## src/rtl/enhanced_pwm_pkg.sv

```systemverilog
// Shared defaults and the output-level rule for the enhanced PWM block.
package enhanced_pwm_pkg;

    localparam int DEFAULT_R          = 5;
    localparam int DEFAULT_TIMER_BITS = 8;

    // High while the current step index is below the duty word; forced low when held.
    function automatic logic pwm_level(input logic enable, input logic [31:0] q, input logic [31:0] duty);
        logic level_s;
        if (enable) begin
            level_s = (q < duty);
        end else begin
            level_s = 1'b0;
        end
        return level_s;
    endfunction

endpackage

```

## src/rtl/enhanced_pwm_if.sv

```systemverilog
// Control/output bundle of the PWM generator: run control, step length, duty word and pin.
interface enhanced_pwm_if
    import enhanced_pwm_pkg::*;
#(
    parameter int R          = DEFAULT_R,
    parameter int TIMER_BITS = DEFAULT_TIMER_BITS
);
    logic                  enable;
    logic [TIMER_BITS-1:0] FINAL_VALUE;
    logic [R:0]            duty;
    logic                  pwm_out;

    modport master (output enable, output FINAL_VALUE, output duty, input pwm_out);
    modport slave  (input enable, input FINAL_VALUE, input duty, output pwm_out);
endinterface

```

## src/rtl/pwm_prescaler.sv

```systemverilog
// Step-length prescaler: one-cycle tick every FINAL_VALUE+1 enabled clocks.
module pwm_prescaler
    import enhanced_pwm_pkg::*;
#(
    parameter int TIMER_BITS = DEFAULT_TIMER_BITS
) (
    input  logic                  clk,
    input  logic                  reset_n,
    input  logic                  enable,
    input  logic [TIMER_BITS-1:0] FINAL_VALUE,
    output logic                  tick
);

    logic [TIMER_BITS-1:0] count_r;
    logic                  tick_s;

    // Terminal-count detect; >= lets a lowered FINAL_VALUE wrap the count at once.
    always_comb begin
        if (enable) begin
            tick_s = (count_r >= FINAL_VALUE);
        end else begin
            tick_s = 1'b0;
        end
    end

    // Step counter: clears on tick, advances while enabled, otherwise holds.
    always_ff @(posedge clk or negedge reset_n) begin
        if (!reset_n) begin
            count_r <= {TIMER_BITS{1'b0}};
        end else if (tick_s) begin
            count_r <= {TIMER_BITS{1'b0}};
        end else if (enable) begin
            count_r <= count_r + {{(TIMER_BITS-1){1'b0}}, 1'b1};
        end else begin
            count_r <= count_r;
        end
    end

    assign tick = tick_s;

endmodule

```

## src/rtl/enhanced_pwm.sv

```systemverilog
// Programmable-frequency, programmable-duty PWM generator with registered output.
module enhanced_pwm
    import enhanced_pwm_pkg::*;
#(
    parameter int R          = DEFAULT_R,
    parameter int TIMER_BITS = DEFAULT_TIMER_BITS
) (
    input  logic          clk,
    input  logic          reset_n,
    enhanced_pwm_if.slave pwm
);

    logic         tick_s;
    logic [R-1:0] q_r;
    logic         level_s;
    logic         pwm_out_r;

    pwm_prescaler #(.TIMER_BITS(TIMER_BITS)) u_prescaler (
        .clk         (clk),
        .reset_n     (reset_n),
        .enable      (pwm.enable),
        .FINAL_VALUE (pwm.FINAL_VALUE),
        .tick        (tick_s)
    );

    // Duty step counter; wraps naturally from 2^R-1 to 0.
    always_ff @(posedge clk or negedge reset_n) begin
        if (!reset_n) begin
            q_r <= {R{1'b0}};
        end else if (tick_s) begin
            q_r <= q_r + {{(R-1){1'b0}}, 1'b1};
        end else begin
            q_r <= q_r;
        end
    end

    // Duty word is one bit wider than Q so that duty >= 2^R means always high.
    always_comb begin
        level_s = pwm_level(pwm.enable, 32'(q_r), 32'(pwm.duty));
    end

    // Output register.
    always_ff @(posedge clk or negedge reset_n) begin
        if (!reset_n) begin
            pwm_out_r <= 1'b0;
        end else begin
            pwm_out_r <= level_s;
        end
    end

    assign pwm.pwm_out = pwm_out_r;

endmodule

```

## src/flat_wrapper.sv

```systemverilog
// flat-port wrapper written by rule: the top's interface ports become plain ports
module enhanced_pwm_flat import enhanced_pwm_pkg::*;
#(
    parameter int R          = DEFAULT_R,
    parameter int TIMER_BITS = DEFAULT_TIMER_BITS
)
  (clk, reset_n, pwm_enable, pwm_FINAL_VALUE, pwm_duty, pwm_pwm_out);
  enhanced_pwm_if #(.R(R), .TIMER_BITS(TIMER_BITS)) pwm_i ();
  input  logic clk;
  input  logic reset_n;
  input wire logic [$bits(pwm_i.enable)-1:0] pwm_enable;
  input wire logic [$bits(pwm_i.FINAL_VALUE)-1:0] pwm_FINAL_VALUE;
  input wire logic [$bits(pwm_i.duty)-1:0] pwm_duty;
  output wire logic [$bits(pwm_i.pwm_out)-1:0] pwm_pwm_out;
  assign pwm_i.enable = pwm_enable;
  assign pwm_i.FINAL_VALUE = pwm_FINAL_VALUE;
  assign pwm_i.duty = pwm_duty;
  assign pwm_pwm_out = pwm_i.pwm_out;
  enhanced_pwm #(.R(R), .TIMER_BITS(TIMER_BITS)) u_core (.clk(clk), .reset_n(reset_n), .pwm(pwm_i));
endmodule
```

## config.mk

```make
export PLATFORM = sky130hd
export DESIGN_NAME = enhanced_pwm_flat
export DESIGN_NICKNAME = d
export VERILOG_FILES = /design/src/rtl/enhanced_pwm_pkg.sv /design/src/rtl/enhanced_pwm_if.sv /design/src/rtl/pwm_prescaler.sv /design/src/rtl/enhanced_pwm.sv /design/src/flat_wrapper.sv
export SDC_FILE = /design/constraint.sdc
export NUM_CORES = 1
export LEC_CHECK = 0
export ABC_AREA = 1
export CORE_MARGIN = 3
export CORE_UTILIZATION = 54
export CTS_BUF_LIST = sky130_fd_sc_hd__clkbuf_8
export CTS_CLUSTER_SIZE = 30
export DETAILED_ROUTE_END_ITERATION = 6
export PLACE_DENSITY = 0.88
export RECOVER_POWER = 50
export SETUP_SLACK_MARGIN = 0.2
export SLEW_MARGIN = 25
export SYNTH_ARGS = -nofsm -noshare
export SYNTH_HDL_FRONTEND = slang
export SYNTH_SLANG_ARGS = --single-unit
export TNS_END_PERCENT = 50
```

## constraint.sdc

```tcl
create_clock -name clk -period 1.8 [get_ports clk]
set_input_delay 0.36 -clock clk [delete_from_list [all_inputs] [get_ports clk]]
set_output_delay 0.36 -clock clk [all_outputs]
set_load 0.02 [all_outputs]
```

-- Word-level counts from Yosys, hierarchy flattened
Index checks and enable logic that the tools add are counted.
- register bits after elaboration: 14
- output and inout port bits: 1
- logic and storage cells: 12
- latch bits: 0
- bits of input ports: 17
- memories kept: 0
- bits in writable memories: 0
- ROM bits: 0
- $add $sub $neg: 2
- mux-type cells: 4
- shifts and indexed selects: 0
- $lt $le $gt $ge: 2
- divide/modulo/power cells: 0
- reduce and logical (&&, ||, !) cells: 1
- bitwise gates (word level): 0
- equal/unequal tests: 0
- multipliers: 0
- operators by type and width (cell ; count):
    8-bit two-way mux ; 2
    8-bit by 1-bit adder with 8-bit output, second input constant ; 1
    8-bit greater-or-equal comparator ; 1
    5-bit by 6-bit < comparator with 1-bit output ; 1
    5-bit by 1-bit adder with 5-bit output, second input constant ; 1
    1-bit two-way mux ; 2
    2-bit nonzero test ; 1

-- Logic depth before layout (Yosys ltp)
Gate-level depths: netlist of run 1.
- word-level depth: 3
- depth in mapped cells: 12
- depth with buffers taken out: 12

-- Hierarchy
Synthesis of run 1 repeated with hierarchy kept, for this count alone.
- cell total of the unflattened synthesis: 130
- area total of the unflattened synthesis: 1031.0 um^2
- modules (own cells, without submodules) (module ; cells an instance ; seq. area each (um^2) ; area each (um^2) ; times used):
    pwm_prescaler ; 87 ; 200.2 ; 663.1 ; 1
    enhanced_pwm ; 43 ; 150.1 ; 367.9 ; 1

-- Worst setup path before layout of run 1
No wires, ideal clock.
- path type: input to register
- from: in pwm_FINAL_VALUE[7]
- to: reg u_core.u_prescaler.count_r[6]
- setup time: 0.120 ns
- path slack: 0.386 ns
- stages on the path: 9
- data required time: 1.680 ns
- buffers on the path: 0
- arrival: 1.294 ns
- cell sequence: inv_1 -> ha_1 -> nand2_1 -> nor2_2 -> nand4_2 -> nand3_4 -> nand2_4 -> inv_4 -> nor2_1
- cells in the longest elaborated chain, start to end: 3
- elaborated cells between the ends (all ways): 4
- classes of those cells: order compare (1); mux (2); reduce/logical (1)
- RTL lines (what ; line ; RTL):
    start, declared ; flat_wrapper.sv:12 ; input wire logic [$bits(pwm_i.FINAL_VALUE)-1:0] pwm_FINAL_VALUE;
    8-bit greater-or-equal comparator (*) ; pwm_prescaler.sv:20 ; tick_s = (count_r >= FINAL_VALUE);
    1-bit two-way mux (*) ; pwm_prescaler.sv:19 ; if (enable) begin
    8-bit two-way mux / 2-bit nonzero test (equally long branches) ; -- ;
    end signal, assigned ; pwm_prescaler.sv:29 ; count_r <= {TIMER_BITS{1'b0}};
    end signal, assigned ; pwm_prescaler.sv:31 ; count_r <= {TIMER_BITS{1'b0}};
    end signal, assigned ; pwm_prescaler.sv:33 ; count_r <= count_r + {{(TIMER_BITS-1){1'b0}}, 1'b1};
    end, declared ; pwm_prescaler.sv:14 ; logic [TIMER_BITS-1:0] count_r;
Mark *: on every way between the ends. The rest lies on a longest branch, timed or not.
A chain may end at the register's enable or synchronous reset.

-- Worst setup path after layout of run 1
- from: reg u_core.u_prescaler.count_r[0]
- to: reg u_core.u_prescaler.count_r[6]
- cells in the longest elaborated chain, start to end: 3
- elaborated cells between the ends (all ways): 6
- classes of those cells: add/sub (1); order compare (1); mux (3); reduce/logical (1)
- RTL lines (what ; line):
    8-bit by 1-bit adder with 8-bit output / 8-bit greater-or-equal comparator (equally long branches) ; pwm_prescaler.sv:33, pwm_prescaler.sv:20
    8-bit two-way mux / 1-bit two-way mux (equally long branches) ; pwm_prescaler.sv:32, pwm_prescaler.sv:19
    8-bit two-way mux / 2-bit nonzero test (equally long branches) ; --
Parallel ways exist; a longest one is shown, timed or not. The select of a mux whose other input is x is not followed.

==> qor.log, run 1 <==
qor: status.status completed
qor: logic_synthesis.synth-seq-area-share 33.1%
qor: logic_synthesis.postSynth.asyncResetShare 100%
qor: detailed_routing.postRouteWirelength 4080 um
qor: layout.final_layout_size_suffix_gt1_share 32.3%
qor: cts.cts_tree done
qor: logic_synthesis.post-synth-top-area-fraction 33.1%
qor: cts.clk_pin_slew 60 ps
qor: worst_setup_path.timing.critical_path.required 1970 ps
qor: detailed_routing.viasPerCell 5.95
qor: layout.antenna_cells 0
qor: cts.clock-root-buffer sky130_fd_sc_hd__clkbuf_8
qor: worst_setup_path.cp.arrival 1850 ps
qor: sta.timing_max_transition_violations_final 0
qor: power_and_ir_drop.power.share.clock 16.1%
qor: cts.tritoncts.num_buffers 3
qor: sta.timing.hold.ws 562 ps
qor: cts.holdBufCountCts 0
qor: worst_setup_path.timing.critical_path.slowest_cell_delay 430 ps
qor: sta.finalCritPeriodShare 93.6%
qor: worst_setup_path.setup.worst_path.class flip-flop to flip-flop
qor: logic_synthesis.yosysWarnings 0
qor: floorplanning.core_region_area 0.00178 mm2
qor: floorplanning.total_die_area 0.00253 mm2
qor: detailed_routing.routed-via-count 1,143
qor: logic_synthesis.synth.lib_cells_used.distinct 20
qor: placement.dp_hpwl 1850 um
qor: detailed_routing.routed_wire_length_per_instance 21.2 um
qor: logic_synthesis.synthesis.nets 169
qor: worst_setup_path.timing.critical_path.fanout_max 6
qor: worst_setup_path.worst_r2r_path_depth 12
qor: min_path.holdCritStartpoint u_core.q_r[0]
qor: cts.insertion_delay 250 ps
qor: layout.area_delta_synth_final 48.8%
qor: sta.timing.final.hold_violations 0
qor: sta.worst_pin_slew 786 ps
qor: logic_synthesis.yosys_most_used_dff sky130_fd_sc_hd__dfrtp_1
qor: worst_setup_path.crit_path_cell_trace inv_2, ha_4, inv_1, nand2_1, nand2_1, nand2_2, nand2_1, nand2_2, nand3_4, nand2_8, clkinv_8, nor2_2
qor: logic_synthesis.post_synth_most_frequent_cells sky130_fd_sc_hd__nand2_1 (38), sky130_fd_sc_hd__inv_1 (24), sky130_fd_sc_hd__dfrtp_1 (14), sky130_fd_sc_hd__ha_1 (14), sky130_fd_sc_hd__nor2_1 (12)
qor: sta.final_sum_of_negative_setup_slack 0 ps
qor: power_and_ir_drop.power.switching_fraction 44.6%
qor: power_and_ir_drop.internal-power 0.00106 W
qor: floorplanning.initial_utilization 59.4%
qor: global_route.antenna_violations_before_repair 0
qor: layout.final_nets 199
qor: sta.setup_repair_after_global_routing_missed_its_margin no
qor: floorplanning.die_y 50.3 um
qor: logic_synthesis.mappedNetlistArea 0.00106 mm2
qor: power_and_ir_drop.p_comb_share 53.9%
qor: power_and_ir_drop.vdd_ir_drop_max 0.000960 V
qor: worst_setup_path.worstSetupStartpoint u_core.u_prescaler.count_r[0]
qor: run.maxCapViolCount 0
qor: detailed_routing.dr_iter_0_viols 90
qor: floorplanning.placementRows 15
qor: worst_setup_path.r2r_start u_core.u_prescaler.count_r[0]
qor: logic_synthesis.ys_seq_elements 14
qor: placement.post-place-cells 183
qor: logic_synthesis.post_synth.cell_area_avg 7.68 um2
qor: min_path.whs_path_depth 2
qor: cts.cts_max_path_buffers 2
qor: sta.finalClockSkew 4.75 ps
qor: global_route.grt_first_pass_wirelength 4680 um
qor: cts.tritoncts_num_sinks 14
qor: worst_setup_path.worstSetupStartpointType flip-flop
qor: layout.post-route-util 88.4%
qor: logic_synthesis.yosys-top-cells-area sky130_fd_sc_hd__dfrtp_1 (33%), sky130_fd_sc_hd__ha_1 (17%), sky130_fd_sc_hd__nand2_1 (13%)
qor: worst_setup_path.worst_path_max_delay_cell sky130_fd_sc_hd__dfrtp_1
qor: power_and_ir_drop.power_density_cells 1210 mW/mm2
qor: floorplanning.boundaryPins 18
qor: worst_setup_path.critical_path_s_most_frequent_cell sky130_fd_sc_hd__nand2_1
qor: layout.seqCellArea 355 um2
qor: placement.placement.io_buffers 17
qor: logic_synthesis.synthesis.instances 138
qor: logic_synthesis.post_synth_edffs 0
qor: layout.multi_input_area 798 um2
qor: global_route.grt-ovfl-total 0
qor: power_and_ir_drop.p_leak 0.801 nW
qor: detailed_routing.drt.antenna.violating_nets 0
qor: worst_setup_path.critPathCaptureType flip-flop
qor: global_route.grt_start_max_net_pins 15
qor: worst_setup_path.r2r_setup_slack 120 ps
qor: sta.finalWorstPathRequiredPeriod 1680 ps
qor: detailed_routing.remaining_drc_errors 0
qor: logic_synthesis.synth_top_area_cell sky130_fd_sc_hd__dfrtp_1
qor: global_route.grt_pass1_vias 1,064
qor: placement.finalWeightedCongestion 0.948
qor: detailed_routing.detail_route.first_pass.iterations 4
qor: layout.fillCellCount 74
qor: min_path.min_path_type flip-flop to flip-flop
qor: logic_synthesis.synthMostInstantiatedCell sky130_fd_sc_hd__nand2_1
qor: global_route.grt_use_total 24.7%
qor: power_and_ir_drop.seq_power_share 30.0%
qor: sta.fmax 594 MHz
qor: cts.cts_htree_levels 1
qor: sta.final-setup-viol-count 0
qor: sta.max_slew_margin 47.6%
qor: floorplanning.die-width 50.3 um
qor: power_and_ir_drop.p_switching 0.000853 W
qor: layout.final-instance-count-excl-fill 192
[cell usage in the layout, fill, tap and decap left out, types with 2 or more instances in the layout]
master | synthesis | layout
sky130_fd_sc_hd__nand2_2 | 0 | 5
sky130_fd_sc_hd__xor2_1 | 3 | 3
sky130_fd_sc_hd__inv_1 | 24 | 16
sky130_fd_sc_hd__buf_4 | 0 | 8
sky130_fd_sc_hd__ha_4 | 0 | 8
sky130_fd_sc_hd__nor2_1 | 12 | 6
sky130_fd_sc_hd__dfrtp_2 | 0 | 4
sky130_fd_sc_hd__clkbuf_8 | 0 | 4
sky130_fd_sc_hd__dlygate4sd2_1 | 0 | 7
sky130_fd_sc_hd__nand4_1 | 2 | 2
sky130_fd_sc_hd__inv_2 | 0 | 7
sky130_fd_sc_hd__a21o_1 | 3 | 3
sky130_fd_sc_hd__o21ai_0 | 3 | 3
sky130_fd_sc_hd__clkdlybuf4s50_1 | 0 | 8
sky130_fd_sc_hd__xnor2_1 | 3 | 3
sky130_fd_sc_hd__nand3_1 | 10 | 10
sky130_fd_sc_hd__nand2_4 | 1 | 2
sky130_fd_sc_hd__nor2_2 | 1 | 4
sky130_fd_sc_hd__ha_1 | 14 | 6
sky130_fd_sc_hd__nor2_4 | 2 | 5
sky130_fd_sc_hd__dfrtp_1 | 14 | 10
sky130_fd_sc_hd__nand2_1 | 38 | 31
[routing by layer]
metal	share of wire, %	track usage [%]
met5	0	0
met4	5.9	9.42
met3	8.1	6.23
met2	47	41.5
met1	39	30.2
[final cells by class]
type	count	area share, %
well taps	25	1.98
flip-flops and latches	14	22.5
repair buffers	26	14.4
multi-input cells	98	50.6
inverters	25	6.90
clock buffers	4	3.49
[worst max-delay path, delay by kind of cell (launching register included)]
| family | cells | cell delay [ps] |
|---|---|---|
| simple gates | 8 | 780 |
| buf+inv | 3 | 240 |
| fa+ha+maj | 1 | 140 |
| flops | 1 | 430 |
[metrics by stage]
| stage | cell area, um2 | worst slack, ps | power (W) |
|---|---|---|---|
| after floorplan | 1060 | 386 | 0.000914 |
| after global placement | 1290 | -141 | 0.00106 |
| after detailed placement | 1290 | -242 | 0.00112 |
| after CTS | 1460 | 246 | 0.00158 |
| after global routing | 1580 | 54.5 | 0.00201 |
| final | 1580 | 115 | 0.00191 |
[state kept, by name, indices dropped and copies added (netlist names)]
register and flops:
u_core.u_prescaler.count_r 8, u_core.q_r 5, u_core.pwm.pwm_out 1
[power by group through the flow]
| stage | clock network (W) | registers (W) | logic (W) |
|---|---|---|---|
| 2_1_floorplan | 0 | 0.000498 | 0.000416 |
| 3_3_place_gp | 0 | 0.000518 | 0.000546 |
| 3_5_place_dp | 0 | 0.000530 | 0.000588 |
| 4_1_cts | 0.000306 | 0.000550 | 0.000724 |
| 5_1_grt | 0.000327 | 0.000583 | 0.00110 |
| 6_report | 0.000308 | 0.000575 | 0.00103 |
[worst paths after layout]
| kind | to |
|---|---|
| worst max-delay path | u_core.u_prescaler.count_r[6] |
| worst min-delay path | u_core.q_r[0] |
| worst max register to register | u_core.u_prescaler.count_r[6] |
| worst min register to register | u_core.q_r[0] |
| max in group asynchronous | u_core.u_prescaler.count_r[5] |
| min in group asynchronous | u_core.u_prescaler.count_r[3] |
[logic make-up after synthesis]
kind of cell | count (synthesis) | share of synthesized area [%]
compound gates | 10 | 5.67
xor+xnor | 6 | 4.96
fa+ha+maj | 14 | 16.5
buf+inv | 26 | 9.56
flops | 14 | 33.1
simple gates | 68 | 30.2
[what timing repair did]
action | in CTS | in global routing
setup endpoints to repair | 13 | 13
setup buffers | 2 | 3
hold endpoints to repair | 0 | 0
resized for setup | 30 | 26
pin swaps | 17 | 10
Power figures use the tool's default switching activity.
==> run 2: changes to the inputs <==
--- a/config.mk
+++ b/config.mk
@@ -6,12 +6,12 @@
 export NUM_CORES = 1
 export LEC_CHECK = 0
 export ABC_AREA = 1
-export CORE_MARGIN = 3
-export CORE_UTILIZATION = 54
+export CORE_MARGIN = 10
+export CORE_UTILIZATION = 47
 export CTS_BUF_LIST = sky130_fd_sc_hd__clkbuf_8
 export CTS_CLUSTER_SIZE = 30
 export DETAILED_ROUTE_END_ITERATION = 6
-export PLACE_DENSITY = 0.88
+export PLACE_DENSITY = 0.79
 export RECOVER_POWER = 50
 export SETUP_SLACK_MARGIN = 0.2
 export SLEW_MARGIN = 25
==> run 2 against run 1 <==
Net effect: clock-buffer cell count stayed put; sequential power is 6.4% lower; worst setup slack better by 140 ps; via count down 18%; final cell count rose by 1.0%; worst hold slack got worse by 21 ps; non-clock buffer count down 1; global-route usage fell by 15 points; first-iteration DRC count decreased by 52%; maximum frequency grew 9.0%; clock skew increased by 1.6 ps; register-to-register slack improved by 140 ps; critical path type unchanged; largest power group unchanged.
==> qor.log, run 2 (synthesized netlist as in run 1, its figures left out) <==
qor: status.status completed
qor: worst_setup_path.r2r_setup_slack 250 ps [+140 ps]
qor: worst_setup_path.crit_path_cell_trace ha_4, nand2_4, nor2_4, nand4_4, nand3_4, nand2_4, inv_6, nor2_1
qor: detailed_routing.postRouteWirelength 2220 um [-45%]
qor: layout.antenna_cells 0 [unchanged]
qor: min_path.holdCritStartpoint u_core.q_r[0]
qor: floorplanning.initial_utilization 48.8% [-11 points]
qor: worst_setup_path.critical_path_s_most_frequent_cell sky130_fd_sc_hd__nand2_4
qor: sta.finalClockSkew 6.39 ps [+1.64 ps]
qor: floorplanning.boundaryPins 18 [unchanged]
qor: layout.final_layout_size_suffix_gt1_share 27.1% [-5.2 points]
qor: layout.area_delta_synth_final 43.6%
qor: sta.fmax 647 MHz [+9.0%]
qor: worst_setup_path.setup.worst_path.class flip-flop to flip-flop
qor: worst_setup_path.cp.arrival 1670 ps [-180 ps]
qor: worst_setup_path.worstSetupStartpointType flip-flop
qor: worst_setup_path.timing.critical_path.slowest_cell_delay 440 ps [about the same]
qor: layout.layout.cells.most_common_list sky130_fd_sc_hd__nand2_1 (33), sky130_fd_sc_hd__inv_1 (19), sky130_fd_sc_hd__dfrtp_1 (13), sky130_fd_sc_hd__nand3_1 (10)
qor: cts.holdBufCountCts 0 [unchanged]
qor: floorplanning.placementRows 17 [+2]
qor: layout.layout_commonest_cell sky130_fd_sc_hd__nand2_1
qor: global_route.grt_start_max_net_pins 15 [unchanged]
qor: global_route.antenna_violations_before_repair 0 [unchanged]
qor: global_route.grt-ovfl-total 0 [unchanged]
qor: sta.finalCritPeriodShare 85.9% [-7.7 points]
qor: sta.timing_max_transition_violations_final 0 [unchanged]
qor: layout.largest_register_ffs 8 [unchanged]
qor: sta.setup_repair_after_global_routing_missed_its_margin no
qor: sta.final-setup-viol-count 0 [unchanged]
qor: cts.cts_htree_levels 1 [unchanged]
qor: layout.regMostFlops u_core.u_prescaler.count_r
qor: cts.clk_pin_slew 60 ps [about the same]
qor: sta.finalWorstPathRequiredPeriod 1550 ps [-139 ps]
qor: placement.finalWeightedCongestion 0.876 [-7.6%]
qor: detailed_routing.routed-via-count 938 [-18%]
qor: detailed_routing.drt.antenna.violating_nets 0 [unchanged]
qor: worst_setup_path.critPathCaptureType flip-flop
qor: detailed_routing.routed_wire_length_per_instance 11.5 um [-46%]
qor: min_path.min_path_type flip-flop to flip-flop
qor: detailed_routing.dr_iter_0_viols 43 [-52%]
qor: worst_setup_path.timing.critical_path.required 1930 ps [-40 ps]
qor: cts.tritoncts_num_sinks 14 [unchanged]
qor: floorplanning.core_region_area 0.00217 mm2 [+22%]
qor: worst_setup_path.worst_path_max_delay_cell sky130_fd_sc_hd__dfrtp_2
qor: worst_setup_path.cp_top_family simple AND/OR/NAND/NOR gates
qor: power_and_ir_drop.p_leak 0.804 nW [+0.34%]
qor: power_and_ir_drop.design_power_total 0.00160 W [-16%]
qor: cts.insertion_delay 240 ps [about the same]
qor: placement.dp_hpwl 1720 um [-6.8%]
qor: layout.post-route-util 70.1% [-18 points]
qor: power_and_ir_drop.vdd_ir_drop_max 0.000591 V [-38%]
qor: cts.tritoncts.num_buffers 3 [unchanged]
qor: layout.final_nets 198 [-0.50%]
qor: detailed_routing.detail_route.first_pass.iterations 4 [unchanged]
qor: run.maxCapViolCount 0 [unchanged]
qor: worst_setup_path.timing.critical_path.fanout_max 6 [unchanged]
qor: sta.timing.final.hold_violations 0 [unchanged]
qor: sta.max_slew_margin 60.3% [+13 points]
qor: floorplanning.die-width 67.5 um [+34%]
qor: sta.worst_pin_slew 593 ps [-193 ps]
qor: power_and_ir_drop.power_density_cells 1050 mW/mm2 [-13%]
qor: global_route.grt_pass1_vias 927 [-13%]
qor: cts.cts_tree done
qor: placement.placement.io_buffers 17 [unchanged]
qor: worst_setup_path.worstSetupStartpoint u_core.u_prescaler.count_r[6]
qor: detailed_routing.viasPerCell 4.84 [-19%]
qor: global_route.grt_first_pass_wirelength 3760 um [-20%]
qor: cts.clock-root-buffer sky130_fd_sc_hd__clkbuf_8
qor: worst_setup_path.critical_path_buf_inv_count 1 [-2]
qor: floorplanning.total_die_area 0.00455 mm2 [+80%]
qor: detailed_routing.remaining_drc_errors 0 [unchanged]
qor: global_route.grt_use_total 10.1% [-15 points]
qor: worst_setup_path.r2r_start u_core.u_prescaler.count_r[6]
qor: floorplanning.die_y 67.5 um [+34%]
qor: cts.cts_max_path_buffers 2 [unchanged]
## run 2: cell count changes in the layout (fill, tap and decap cells not counted), moves of 2 or more
cell,change
sky130_fd_sc_hd__dfrtp_1,+3
sky130_fd_sc_hd__dfrtp_2,-3
sky130_fd_sc_hd__inv_1,+3
sky130_fd_sc_hd__ha_4,-2
sky130_fd_sc_hd__inv_2,-2
sky130_fd_sc_hd__nand2_1,+2
## run 2: cell type report
type	instances	area [um2]
Clock buffer	4	55.1
Fill cell	162	648
Inverter	25	98.8
Multi-Input combinational cell	98	757
Sequential cell	14	352
Tap cell	28	35.0
Timing Repair Buffer	25	224
## run 2: path summary, 6_finish.rpt
path | cells past startpoint | endpoint
max | 8 | u_core.u_prescaler.count_r[2]
min | 2 | u_core.q_r[0]
max reg2reg | 8 | u_core.u_prescaler.count_r[2]
min reg2reg | 2 | u_core.q_r[0]
max in group asynchronous | 1 | u_core.u_prescaler.count_r[6]
min in group asynchronous | 1 | u_core.u_prescaler.count_r[5]
## run 2: stage by stage
stage	hold WS (ps)	setup TNS, ps	worst slack [ps]	instances	cell area, um2
2_1_floorplan	64.4	0	386	138	1060
5_1_grt	594	0	174	194	1520
6_report	541	0	255	194	1520
3_5_place_dp	525	-2130	-211	185	1280
4_1_cts	518	0	206	190	1430
3_3_place_gp	528	-1580	-140	185	1280
## run 2: timing repair
item | CTS | global route
gates resized for setup | 29 | 13
setup buffers | 1 | 4
pin swaps | 16 | 7
setup endpoints to repair | 13 | 13
## run 2: worst min-delay path, cell delays in order (launching register included)
cell	delay (ps)
sky130_fd_sc_hd__dfrtp_1	390
sky130_fd_sc_hd__nand2_1	70
sky130_fd_sc_hd__nand2_1	50
## run 2: metal layers
layer | vias to the layer above | wire (um) | track usage, %
li1 | 490 | - | -
met2 | 19 | 1010 | 16.7
met4 | 0 | 33 | 4.87
met5 | - | 0 | 0
met3 | 2 | 105 | 1.65
met1 | 427 | 1070 | 12.6
## run 2: where the power goes
part           switching (W)  internal (W)  total [W]
Sequential          0.000125      0.000414   0.000538
Clock              0.0000991      0.000193   0.000292
Combinational       0.000407      0.000365   0.000773
==> run 3: changes to the inputs <==
--- a/config.mk
+++ b/config.mk
@@ -6,14 +6,13 @@
 export NUM_CORES = 1
 export LEC_CHECK = 0
 export ABC_AREA = 1
-export CORE_MARGIN = 10
+export CORE_MARGIN = 5
 export CORE_UTILIZATION = 47
 export CTS_BUF_LIST = sky130_fd_sc_hd__clkbuf_8
 export CTS_CLUSTER_SIZE = 30
 export DETAILED_ROUTE_END_ITERATION = 6
 export PLACE_DENSITY = 0.79
 export RECOVER_POWER = 50
-export SETUP_SLACK_MARGIN = 0.2
 export SLEW_MARGIN = 25
 export SYNTH_ARGS = -nofsm -noshare
 export SYNTH_HDL_FRONTEND = slang
==> run 3 against run 2 <==
Net effect: first-iteration DRC count down 84%; sequential cell count stayed put; die area fell by 27%; sequential power is 2% lower; routed wire length shrank 8.0%; non-clock buffer count decreased by 5; worst hold slack got worse by 3.8 ps; register-to-register slack improved by 50 ps; via count is 1.8% lower; total power shrank 10%; critical endpoint is now u_core.u_prescaler.count_r[6].
==> qor.log, run 3 (synthesized netlist as in run 1, its figures left out) <==
qor: status.status completed
qor: worst_setup_path.setup.worst_path.class input port to flip-flop
qor: detailed_routing.postRouteWirelength 2040 um [-8.0%]
qor: layout.largest_register_ffs 8 [unchanged]
qor: global_route.grt-ovfl-total 0 [unchanged]
qor: placement.placement.cell_area 0.00128 mm2 [unchanged]
qor: sta.max_slew_margin 59.3% [-1.0 points]
qor: sta.setup_repair_after_global_routing_missed_its_margin no
qor: worst_setup_path.critPathCaptureType flip-flop
qor: layout.area_delta_synth_final 28.8%
qor: placement.detailedPlace.worstSlack -195 ps [+16.1 ps]
qor: detailed_routing.detail_route.first_pass.iterations 4 [unchanged]
qor: sta.finalWorstPathRequiredPeriod 1700 ps [+157 ps]
qor: sta.finalClockSkew 2.66 ps [-3.73 ps]
qor: layout.antenna_cells 0 [unchanged]
qor: run.maxCapViolCount 0 [unchanged]
qor: detailed_routing.remaining_drc_errors 0 [unchanged]
qor: floorplanning.initial_utilization 48.4% [-0.47 points]
qor: sta.final-setup-viol-count 0 [unchanged]
qor: global_route.grt_use_total 13.8% [+3.7 points]
qor: floorplanning.total_die_area 0.00330 mm2 [-27%]
qor: cts.cts_max_path_buffers 2 [unchanged]
qor: detailed_routing.drt.antenna.violating_nets 0 [unchanged]
qor: cts.cts_tree done
qor: cts.clock-root-buffer sky130_fd_sc_hd__clkbuf_8
qor: worst_setup_path.critical_path_buf_inv_count 3 [+2]
qor: placement.finalWeightedCongestion 0.888 [+1.4%]
qor: layout.layout_commonest_cell sky130_fd_sc_hd__nand2_1
qor: detailed_routing.dr_iter_0_viols 7 [-84%]
qor: global_route.antenna_violations_before_repair 0 [unchanged]
qor: placement.dp_hpwl 1710 um [-0.66%]
qor: layout.layout.cells.most_common_list sky130_fd_sc_hd__nand2_1 (37), sky130_fd_sc_hd__inv_1 (23), sky130_fd_sc_hd__clkdlybuf4s50_1 (16), sky130_fd_sc_hd__dfrtp_1 (14), sky130_fd_sc_hd__ha_1 (13)
qor: sta.worst_pin_slew 608 ps [+15.1 ps]
qor: worst_setup_path.cp_top_family buffers and inverters
qor: placement.placement.io_buffers 17 [unchanged]
qor: sta.timing_max_transition_violations_final 0 [unchanged]
qor: worst_setup_path.timing.critical_path.slowest_cell_delay 460 ps [+20 ps]
qor: cts.cts_htree_levels 1 [unchanged]
qor: floorplanning.die-width 57.5 um [-15%]
qor: floorplanning.boundaryPins 18 [unchanged]
qor: layout.regMostFlops u_core.u_prescaler.count_r
qor: sta.final_sum_of_negative_setup_slack 0 ps [unchanged]
qor: power_and_ir_drop.power_density_cells 1050 mW/mm2 [about the same]
qor: cts.clk_pin_slew 50 ps [about the same]
qor: power_and_ir_drop.vdd_ir_drop_max 0.000600 V [+1.4%]
qor: worst_setup_path.worstSetupStartpointType input port
qor: cts.tritoncts_num_sinks 14 [unchanged]
qor: sta.worst_slack_setup_final 97.3 ps [-157 ps]
qor: worst_setup_path.timing.critical_path.fanout_max 6 [unchanged]
qor: power_and_ir_drop.p_leak 0.763 nW [-5.1%]
qor: global_route.grt_first_pass_wirelength 3550 um [-5.5%]
qor: cts.post_cts.repair.setup_buffers 0 [-1]
qor: detailed_routing.routed_wire_length_per_instance 10.8 um [-5.6%]
qor: sta.finalCritPeriodShare 94.6% [+8.7 points]
qor: sta.timing.final.hold_violations 0 [unchanged]
qor: min_path.min_path_type flip-flop to flip-flop
qor: cts.insertion_delay 240 ps [about the same]
qor: worst_setup_path.crit_path_cell_trace clkdlybuf4s50_1, inv_1, ha_1, a21o_1, nor2_4, nand3_4, nand2_4, inv_4, nor2_1
qor: layout.final_layout_size_suffix_gt1_share 11.8% [-15 points]
qor: floorplanning.die_y 57.5 um [-15%]
qor: layout.final_nets 193 [-2.5%]
qor: global_route.grt_start_max_net_pins 15 [unchanged]
qor: cts.cts_resized 0 [-100%]
qor: floorplanning.placementRows 17 [unchanged]
qor: worst_setup_path.timing.critical_path.required 1970 ps [+40 ps]
qor: global_route.grt_pass1_vias 854 [-7.9%]
qor: detailed_routing.routed-via-count 921 [-1.8%]
qor: sta.fmax 587 MHz [-9.2%]
qor: cts.holdBufCountCts 0 [unchanged]
qor: sta.timing.hold.ws 537 ps [-3.84 ps]
qor: detailed_routing.viasPerCell 4.87 [+0.79%]
qor: worst_setup_path.cp.arrival 1880 ps [+210 ps]
qor: floorplanning.core_region_area 0.00219 mm2 [+0.98%]
qor: cts.tritoncts.num_buffers 3 [unchanged]
qor: worst_setup_path.worst_path_max_delay_cell sky130_fd_sc_hd__clkdlybuf4s50_1
qor: layout.post-route-cell-area 0.00137 mm2 [-10%]
run 3: cell count changes in the layout (fill, tap and decap cells not counted), moves of 5 or more:
cell	before	now
sky130_fd_sc_hd__nor2_1	6	12
sky130_fd_sc_hd__ha_1	7	13
sky130_fd_sc_hd__ha_4	6	1
sky130_fd_sc_hd__dlygate4sd2_1	7	0
sky130_fd_sc_hd__clkdlybuf4s50_1	8	16
sky130_fd_sc_hd__buf_4	8	3
run 3: final timing paths:
check                                               from                             to  slack, ps  cells after the start
setup / recovery                      pwm_FINAL_VALUE[7]  u_core.u_prescaler.count_r[6]        100                      9
hold / removal                             u_core.q_r[0]                  u_core.q_r[0]        540                      2
setup reg to reg           u_core.u_prescaler.count_r[2]  u_core.u_prescaler.count_r[6]        300                     10
hold reg to reg                            u_core.q_r[0]                  u_core.q_r[0]        540                      2
max in group asynchronous                        reset_n  u_core.u_prescaler.count_r[5]        840                      1
min in group asynchronous                        reset_n  u_core.u_prescaler.count_r[3]        570                      1
run 3: through the flow:
step | util, % | cells | total power [W]
detailed placement | 58.5 | 185 | 0.00110
global route | 62.3 | 189 | 0.00157
global placement | 58.5 | 185 | 0.00107
finish | 62.3 | 189 | 0.00144
CTS | 61.1 | 189 | 0.00141
floorplan | - | 138 | 0.000914
run 3: per-layer routing:
metal	track usage (%)	wire length [um]	share of wire, %
met5	0	0	0
met4	7.95	48	2.3
met3	2.71	99	4.8
met2	23.4	1010	49
met1	16.0	884	43
run 3: tightest hold or removal path: cells and delay by family, from the launching register on:
kind | cells | cell delay [ps]
flops | 1 | 380
simple gates | 2 | 120
run 3: layout make-up:
cell class                      count  area (um2)
Sequential cell                    14         350
Tap cell                           28        35.0
Clock buffer                        4        55.1
Multi-Input combinational cell     98         636
Inverter                           25        96.3
Fill cell                         197         826
Timing Repair Buffer               20         193
run 3: report_power, final:
group	leakage [nW]	total (W)	switching (W)	internal, W
clock	0.0288	0.000297	0.000103	0.000193
sequential	0.182	0.000526	0.000112	0.000413
combinational	0.553	0.000617	0.000339	0.000278
